[src/rtl/amp_mod_multi.sv]
// Multi-channel amplitude modulator: bypass, ring, unipolar AM, rectified ring.
// Three-stage valid/ready pipeline with round-half-up and output saturation.
module amp_mod_multi #(
   parameter  int DATA_WIDTH = 16,
   parameter  int NUM_CH     = 4,
   localparam int CW         = (NUM_CH > 1) ? $clog2(NUM_CH) : 1
) (
   input  logic                  clk_i,
   input  logic                  rst_i,
   input  logic                  valid_i,
   output logic                  ready_o,
   input  logic [CW-1:0]         ch_i,
   input  logic [DATA_WIDTH-1:0] signal_i,
   input  logic [DATA_WIDTH-1:0] modulator_i,
   input  logic                  cfg_we_i,
   input  logic [CW-1:0]         cfg_ch_i,
   input  logic [1:0]            cfg_mode_i,
   output logic                  valid_o,
   input  logic                  ready_i,
   output logic [CW-1:0]         ch_o,
   output logic [DATA_WIDTH-1:0] signal_o,
   output logic                  sat_o
);

   localparam int W  = DATA_WIDTH;
   localparam int PW = 2 * W + 1;

   typedef enum logic [1:0] {
      MD_BYP  = 2'd0,
      MD_RING = 2'd1,
      MD_AM   = 2'd2,
      MD_RECT = 2'd3
   } mode_e;

   localparam logic signed [PW-1:0] MAXV =
      {{(PW-W+1){1'b0}}, {(W-1){1'b1}}};
   localparam logic signed [PW-1:0] MINV =
      {{(PW-W+1){1'b1}}, {(W-1){1'b0}}};
   localparam logic signed [PW-1:0] RND =
      {{(PW-W+1){1'b0}}, 1'b1, {(W-2){1'b0}}};

   mode_e                 mode_q [NUM_CH];

   logic                  v1_q;
   logic [CW-1:0]         ch1_q;
   logic signed [W-1:0]   s1_q;
   logic signed [W-1:0]   m1_q;
   mode_e                 md1_q;

   logic                  v2_q;
   logic [CW-1:0]         ch2_q;
   logic signed [W-1:0]   s2_q;
   logic signed [PW-1:0]  p2_q;
   mode_e                 md2_q;

   logic                  valid_q;
   logic [CW-1:0]         ch_q;
   logic [W-1:0]          sig_q;
   logic                  sat_q;

   logic                  en;
   logic signed [PW-1:0]  s_x;
   logic signed [PW-1:0]  m_x;
   logic signed [PW-1:0]  g_x;
   logic [W-1:0]          g_u;
   logic signed [PW-1:0]  ring;
   logic signed [PW-1:0]  am;
   logic signed [PW-1:0]  p_d;
   logic signed [PW-1:0]  rnd;
   logic signed [PW-1:0]  r;
   logic [W-1:0]          sig_d;
   logic                  sat_d;

   // Whole pipeline moves as one; a bubble only collapses if the output drains.
   assign en      = ready_i | ~valid_q;
   assign ready_o = en;

   assign valid_o  = valid_q;
   assign ch_o     = ch_q;
   assign signal_o = sig_q;
   assign sat_o    = sat_q;

   always_comb begin
      s_x  = PW'(s1_q);
      m_x  = PW'(m1_q);
      // Flipping the sign bit gives m + H as an unsigned value.
      g_u  = {~m1_q[W-1], m1_q[W-2:0]} >> 1;
      g_x  = {{(PW-W){1'b0}}, g_u};
      ring = s_x * m_x;
      am   = s_x * g_x;
      p_d  = '0;
      unique case (1'b1)
         (md1_q == MD_BYP):  p_d = '0;
         (md1_q == MD_RING): p_d = ring;
         (md1_q == MD_AM):   p_d = am;
         (md1_q == MD_RECT): p_d = ring[PW-1] ? -ring : ring;
         default:            p_d = '0;
      endcase
   end

   always_comb begin
      rnd   = p2_q + RND;
      r     = rnd >>> (W - 1);
      sig_d = r[W-1:0];
      sat_d = 1'b0;
      unique case (1'b1)
         (md2_q == MD_BYP): begin
            sig_d = s2_q;
            sat_d = 1'b0;
         end
         (r > MAXV): begin
            sig_d = {1'b0, {(W-1){1'b1}}};
            sat_d = 1'b1;
         end
         (r < MINV): begin
            sig_d = {1'b1, {(W-1){1'b0}}};
            sat_d = 1'b1;
         end
         default: begin
            sig_d = r[W-1:0];
            sat_d = 1'b0;
         end
      endcase
   end

   always_ff @(posedge clk_i) begin
      if (rst_i) begin
         for (int i = 0; i < NUM_CH; i++) begin
            mode_q[i] <= MD_BYP;
         end
         v1_q    <= 1'b0;
         ch1_q   <= '0;
         s1_q    <= '0;
         m1_q    <= '0;
         md1_q   <= MD_BYP;
         v2_q    <= 1'b0;
         ch2_q   <= '0;
         s2_q    <= '0;
         p2_q    <= '0;
         md2_q   <= MD_BYP;
         valid_q <= 1'b0;
         ch_q    <= '0;
         sig_q   <= '0;
         sat_q   <= 1'b0;
      end else begin
         if (cfg_we_i) begin
            mode_q[cfg_ch_i] <= mode_e'(cfg_mode_i);
         end
         if (en) begin
            v1_q <= valid_i;
            if (valid_i) begin
               ch1_q <= ch_i;
               s1_q  <= signal_i;
               m1_q  <= modulator_i;
               md1_q <= mode_q[ch_i];
            end
            v2_q <= v1_q;
            if (v1_q) begin
               ch2_q <= ch1_q;
               s2_q  <= s1_q;
               p2_q  <= p_d;
               md2_q <= md1_q;
            end
            valid_q <= v2_q;
            if (v2_q) begin
               ch_q  <= ch2_q;
               sig_q <= sig_d;
               sat_q <= sat_d;
            end
         end
      end
   end

endmodule
[config.mk]
export PLATFORM = sky130hd
export DESIGN_NAME = amp_mod_multi
export DESIGN_NICKNAME = d
export VERILOG_FILES = /design/src/rtl/amp_mod_multi.sv
export SDC_FILE = /design/constraint.sdc
export NUM_CORES = 2
export LEC_CHECK = 0
export ABC_AREA = 1
export ABC_CLOCK_PERIOD_IN_PS = 7200
export CORE_ASPECT_RATIO = 0.7
export CORE_MARGIN = 10
export CORE_UTILIZATION = 65
export CTS_CLUSTER_DIAMETER = 50
export DETAILED_ROUTE_END_ITERATION = 12
export PLACE_DENSITY_LB_ADDON = 0.12
export SYNTH_ARGS = -nofsm -noshare
export SYNTH_HDL_FRONTEND = slang
export SYNTH_SLANG_ARGS = --single-unit
[constraint.sdc]
create_clock -name clk_i -period 7.2 [get_ports clk_i]
set_clock_uncertainty 0.1 [all_clocks]
set_input_delay 0.72 -clock clk_i [delete_from_list [all_inputs] [get_ports clk_i]]
set_output_delay 0.72 -clock clk_i [all_outputs]
set_load 0.05 [all_outputs]
After elaboration in Yosys (flattened, before gate mapping)
Memory sizes are Yosys's and may differ from the RTL's. A register that Yosys moved wholly into a read port is not among the register bits.
Index checks and enable logic that the tools add are counted.
Operators by class
  $add $sub $neg: 2
  $mul: 2
  magnitude comparators: 2
  eq/ne operators: 3
  multiplexer cells: 12
  bitwise gates (word level): 3
  reduce and logical (&&, ||, !) cells: 6
Operators with widths (count)
  $pmux 33 s3: 1
  $mul 16x16->32: 2
  $pmux 16 s3: 1
  $add 33x16->33 const B: 1
  $mux 33: 1
  $neg 32->33: 1
  $gt 18x16->1 const B: 1
  $lt 18x16->1 const B: 1
  $mux 1: 7
  $reduce_and 2->1: 3
  $eq 2x2->1 const B: 2
  $mux 2: 2
  $reduce_or 2->1: 2
  $eq 2x1->1 const B: 1
  $logic_not 2->1: 1
  $not 1->1: 2
  $or 1x1->1: 1
Storage, ports and cells
  register bits after elaboration: 109
  bits in writable memories: 8
  logic and storage cells: 44
  memories: 1
Memories
  mode_q: depth 4, bits a word 2, rd ports 1, clocked after Yosys merged registers in 1, wr ports 4, RTL line 42  | mode_e mode_q [NUM_CH];

Logic depth before layout (Yosys ltp)
  word-level depth: 5
  mapped depth: 36
  mapped depth without buffers: 34

Least setup slack after synthesis
No wires, ideal clock.
  kind: register to register
  start point: reg s1_q[15]
  end point: reg p2_q[30]
  library setup time: 132 ps
  data arrival time: 6322 ps
  data required time: 6968 ps
  path slack: 646 ps
  stages on the path, launching flop included: 29
  clock period less this slack: 6554 ps
  cell sequence: dfxtp_1 clkbuf_1 nand2_1 inv_1 fa_1 inv_1 fa_1 inv_1 fa_1 inv_1 fa_1 inv_1 fa_1 fa_1 ha_1 inv_1 nor3_1 nand2_1 inv_1 nand3_1 o211ai_2 xor2_1 buf_4 buf_6 nand3_1 nand3_1 nand2_1 nand2_1 a21oi_1
On the way
  cells in the longest elaborated chain, start to end: 4
  elaborated cells between the ends (all ways): 5
Ends and longest elaborated chain
  from (decl): RTL line 46  | logic signed [W-1:0] s1_q;
  from (signal assigned): RTL line 153  | s1_q <= signal_i;
  $mul 16x16->32: RTL line 89  | ring = s_x * m_x;
  $neg 32->33: RTL line 96  | (md1_q == MD_RECT): p_d = ring[PW-1] ? -ring : ring;
  $mux 33: RTL line 96
  $pmux 33 s3 (*): RTL line 92  | unique case (1'b1)
  to (signal assigned): RTL line 161  | p2_q <= p_d;
  to (decl): RTL line 53  | logic signed [PW-1:0] p2_q;
Every way passes the cells marked *; elsewhere a longest branch is shown, timed or not.
A chain may end at the register's enable or synchronous reset.

Worst setup path after layout
  start point: reg s1_q[8]
  end point: reg p2_q[26]
The elaborated chain is that of the path after synthesis.

==> summary by stage <==
Timing
The maximum clock rate is 0.143 GHz. The number of hold violations in the final report is 0. Setup slack on the critical path of the routed design comes to 196 ps.

The max-slew violation count came to 0. The final critical path takes up ~100% of the cycle. Setup violations remaining at the end of the flow were counted as 0.

Setup repair after global routing could not meet its margin everywhere. The time the final worst path needs with I/O delays and setup is 7000 ps. The worst-margin pin slew is approximately 1100 ps. The normalized max-slew margin is 25.4%.

Critical path
The largest fanout on the critical path is 17. The launching element of the worst setup path is s1_q[8]. For this run, the slowest stage of the critical path takes 550 ps. The worst reg2reg path endpoint is p2_q[26]. In this design, the critical path's most frequently occurring cell is fa_1.

The startpoint identified for the worst register-to-register timing path is s1_q[8]. The slowest stage cell on the critical path is fa_1. The type of destination of the critical path is a flip-flop. The endpoint arrival time on the critical path is 7210 ps.

The worst reg2reg path depth is 27. The worst setup path is launched from a flip-flop. The setup slack on the worst flop-to-flop path is 200 ps. The worst setup path is of the reg2reg kind. STA puts the critical path data required time at around 7400 ps.

Die
The starting density of the core is 66.0%. The width of the die is 252 µm. The total die area is between 40000 and 50000 µm². The floorplan step defined a core boundary enclosing 37200 µm². The floorplan step set the die height to 183 µm. The floorplan row count is 59.

For this design the top-level I/O count stands at 64.

Finish
Cells with a size suffix above 1 make up under 10% of the layout. The post-route non-filler standard cell count is around 3800. The layout overhead on the synthesized area is 9.35%. Summing all multi-input logic gate instances after layout gives 18500 µm². The layout has 2947 filler cells. For this run, the post-layout net count is 4015. The sequential cells in the finished layout cover a total of 2190 µm².

Outcome
The flow ran to the end, and the final reports show no timing, DRC or antenna violations.

CTS
The cell sitting at the root of the clock tree is a clkbuf_16. The clock sink count is 105. The H-tree was split into 3 levels. The clock passes through at most 2 buffers. The clock latency of the later-clocked register in the worst-skew pair is 390 ps. The number of clock buffers added by TritonCTS is 9. TritonCTS built the clock tree. The clock transition at the register clock pins on the worst setup and hold paths after CTS is around 80 ps.

Routing
Summing over every cut layer, the via total after detailed routing is about 21000. The post-detailed-route wirelength per cell is 20.8 µm. The detailed route wirelength on metal3 is 10800 µm.

The detailed router's first-iteration violation count is 2278. The remaining design rule violation count is 0. Once detail routing completed, the nets flagged for antenna violations numbered 0. The final layout contains routed wiring with a total length of 78800 µm. The routed design uses 33100 µm of met2 wire. The mean number of vias per cell is 5.58.

The number of search-and-repair iterations in the first detailed-routing pass is 8. The total routed wire length on the met1 layer is between 30000 and 40000 µm. The top layer reached by signal wires is met4.

Placed design
The worst slack at placement is -49.4 ps. Buffers placed on the I/O ports in this run total 63. Counting tap cells, the placed design contains a total of about 3800 instances. The final weighted congestion in routability-driven placement is 1.02. After legalization and detailed placement, the total HPWL measured 67800 µm.

Hold path
The worst hold-check path type is reg2reg. The worst min-delay path startpoint is p2_q[32]. The worst hold endpoint is p2_q[32]. Along the worst hold path, the cell count comes to 2.

Synthesis
Yosys printed 0 warnings. The share of async-settable or async-resettable flops after synthesis is 0%. The net count of the mapped netlist is 3906.

Counting flops with a built-in enable in the synthesized netlist gives 8. Among all flip-flop cells after synthesis, the most frequent one is dfxtp_1. The cell area after technology mapping is 24600 µm². Counting every instance in the synthesized netlist gives 3194. Counting flops and latches in the post-synthesis netlist gives 105. The sequential area share after synthesis is roughly 8.9%.

Synthesis instantiated 55 different standard cells from the library. After synthesis, the mean cell area works out to 7.69 µm².

Pwr
The fraction of power consumed by combinational cells is 83.4%. The power share of the clock group is 7.2%. The part of the power in registers is 9.4%. Summed over all nets, the switching power comes to 0.00430 W. The internal power contribution is 0.00319 W. Of the total power, the share spent switching nets is 57.4%. For this design the ratio of total power to cell area is around 280 nW/µm².

The total leakage power is 15.2 nW. The largest vdd supply drop is between 0.2 and 0.3 mV.

Global routing
The initial antenna violation count is 1. The via count of the first global-routing pass is 21900. Summed over all layers, the global routing overflow is 0. The wire length of the first global-routing pass is 124000 µm. Global routing consumed, over all layers together, 35.2% of the routing resources. The largest net degree at the start of global routing is 75.

Run
The count of maximum capacitance violations is 0.
power groups by stage:
stage,clock network [W],logic [W],registers (W)
after floorplan,0,0.00369,0.000695
after global placement,0,0.00592,0.000708
after detailed placement,0,0.00601,0.000710
after CTS,0.000539,0.00605,0.000697
after global routing,0.000555,0.00683,0.000706
final,0.000537,0.00625,0.000702
final cells by class:
| class | instances | share of cell area [%] |
|---|---|---|
| Inverter | 926 | 13.0 |
| Clock inverter | 7 | 0.298 |
| Timing Repair Buffer | 198 | 6.45 |
| Tap cell | 488 | 2.27 |
| Sequential cell | 105 | 8.17 |
| Multi-Input combinational cell | 2063 | 69.0 |
| Antenna cell | 1 | 0.00932 |
| Clock buffer | 9 | 0.839 |
layout by cell type, fill, tap and decap left out, drive strengths merged, types with 2 or more instances in the layout:
cell           Yosys  routed
nand2            685     685
xnor2             21      21
inv              923     926
dfxtp             97      97
clkdlybuf4s50      0      63
xor2              21      21
nor2             207     207
a31oi              2       2
a21oi            137     137
nand3             97      97
o22ai              7       7
nand4             31      31
or2                6       6
clkbuf            91       9
clkinv             3       5
o21bai             6       6
edfxtp             8       8
a21o              11      11
ha               162     162
o32ai              2       2
and2               4       4
clkinvlp           0       2
o31ai              2       2
fa               507     507
o211ai             3       3
o21a               2       2
and3               2       2
a221oi             2       2
nand3b             4       4
a21boi             5       5
o21ai            107     107
nor3              20      20
buf                9     135
sequential cells by signal, summed over array words and instances (netlist names), 2 cells and up:
register  count
md1_q         2
ch_o          2
s1_q         16
p2_q         19
md2_q         2
ch1_q         2
m1_q         16
s2_q         16
signal_o     16
mode_q        8
ch2_q         2
worst max-delay path, delay by kind of cell, from the launching register on:
kind / cells / cell delay [ps]
buffers and inverters: 7 / 770
DFF: 1 / 310
AOI/OAI and AO/OA: 6 / 1340
adders and majority gates: 7 / 3470
and+or+nand+nor: 7 / 890
Yosys cell counts, types with 2 or more instances:
cell type  instances  area [µm²]
o21ai_0          106         531
edfxtp_1           8         240
a21oi_1          137         686
inv_1            923        3460
and3_1             2        12.5
nand3b_1           4        30.0
clkinv_1           3        11.3
buf_1              2        7.51
xor2_1            20         175
buf_6              2        22.5
nor3_1            19        95.1
o21a_1             2        15.0
nand3_2            4        40.0
o22ai_1            7        43.8
a221oi_1           2        17.5
o32ai_1            2        17.5
a21boi_0           5        37.5
xnor2_1           21         184
nor2_2             7        43.8
nand4_1           30         188
nand2_1          683        2560
fa_1             507       10100
and2_1             4        25.0
buf_2              4        20.0
a21o_1            11        82.6
dfxtp_1           97        1940
o31ai_1            2        15.0
a31oi_1            2        12.5
nand3_1           93         465
o21bai_1           6        45.0
clkbuf_1          91         342
ha_1             162        2030
o211ai_1           2        15.0
nor2_1           198         743
or2_2              5        31.3
nand2_2            2        12.5
metal layers:
layer,vias up,global-route usage [%]
li1,9510,-
met1,10300,50.9
met2,1253,51.6
met3,134,9.98
met4,0,8.03
met5,-,0.329
repair_timing:
item                       CTS  global route
setup endpoints to repair    3            14
hold endpoints to repair     0             0
hold buffers                 0             0
gates resized for setup      2            17
buffers inserted             0             3
kinds of logic (layout without fill, tap and decap cells):
family	Yosys count	count (layout)	synth area share [%]
AOI/OAI and AO/OA	292	292	6.49
xor gates and xnor gates	42	42	1.53
adders and majority gates	669	669	49.6
buffers and inverters	1026	1140	15.8
DFF	105	105	8.89
other	0	1	0
and+or+nand+nor	1060	1060	17.7
per-stage QoR:
step | util [%] | hold WS, ps | setup TNS [ps] | instance area, µm² | total power [W]
5_1_grt | 72.2 | 407 | -22.8 | 26800 | 0.00809
3_5_place_dp | 71.2 | 366 | -49.4 | 26500 | 0.00672
6_report | 72.2 | 384 | 0 | 26900 | 0.00749
4_1_cts | 72.0 | 385 | 0 | 26800 | 0.00729
2_1_floorplan | - | 344 | 0 | 24600 | 0.00439
3_3_place_gp | 71.2 | 351 | 0 | 26500 | 0.00662
worst max path at each step:
stage                    end  slack [ps]
floorplan           p2_q[30]         650
global placement    p2_q[26]          50
detailed placement  p2_q[26]         -50
CTS                 p2_q[26]          60
global route        p2_q[30]         -20
finish              p2_q[26]         200
Power figures use the tool's default switching activity.
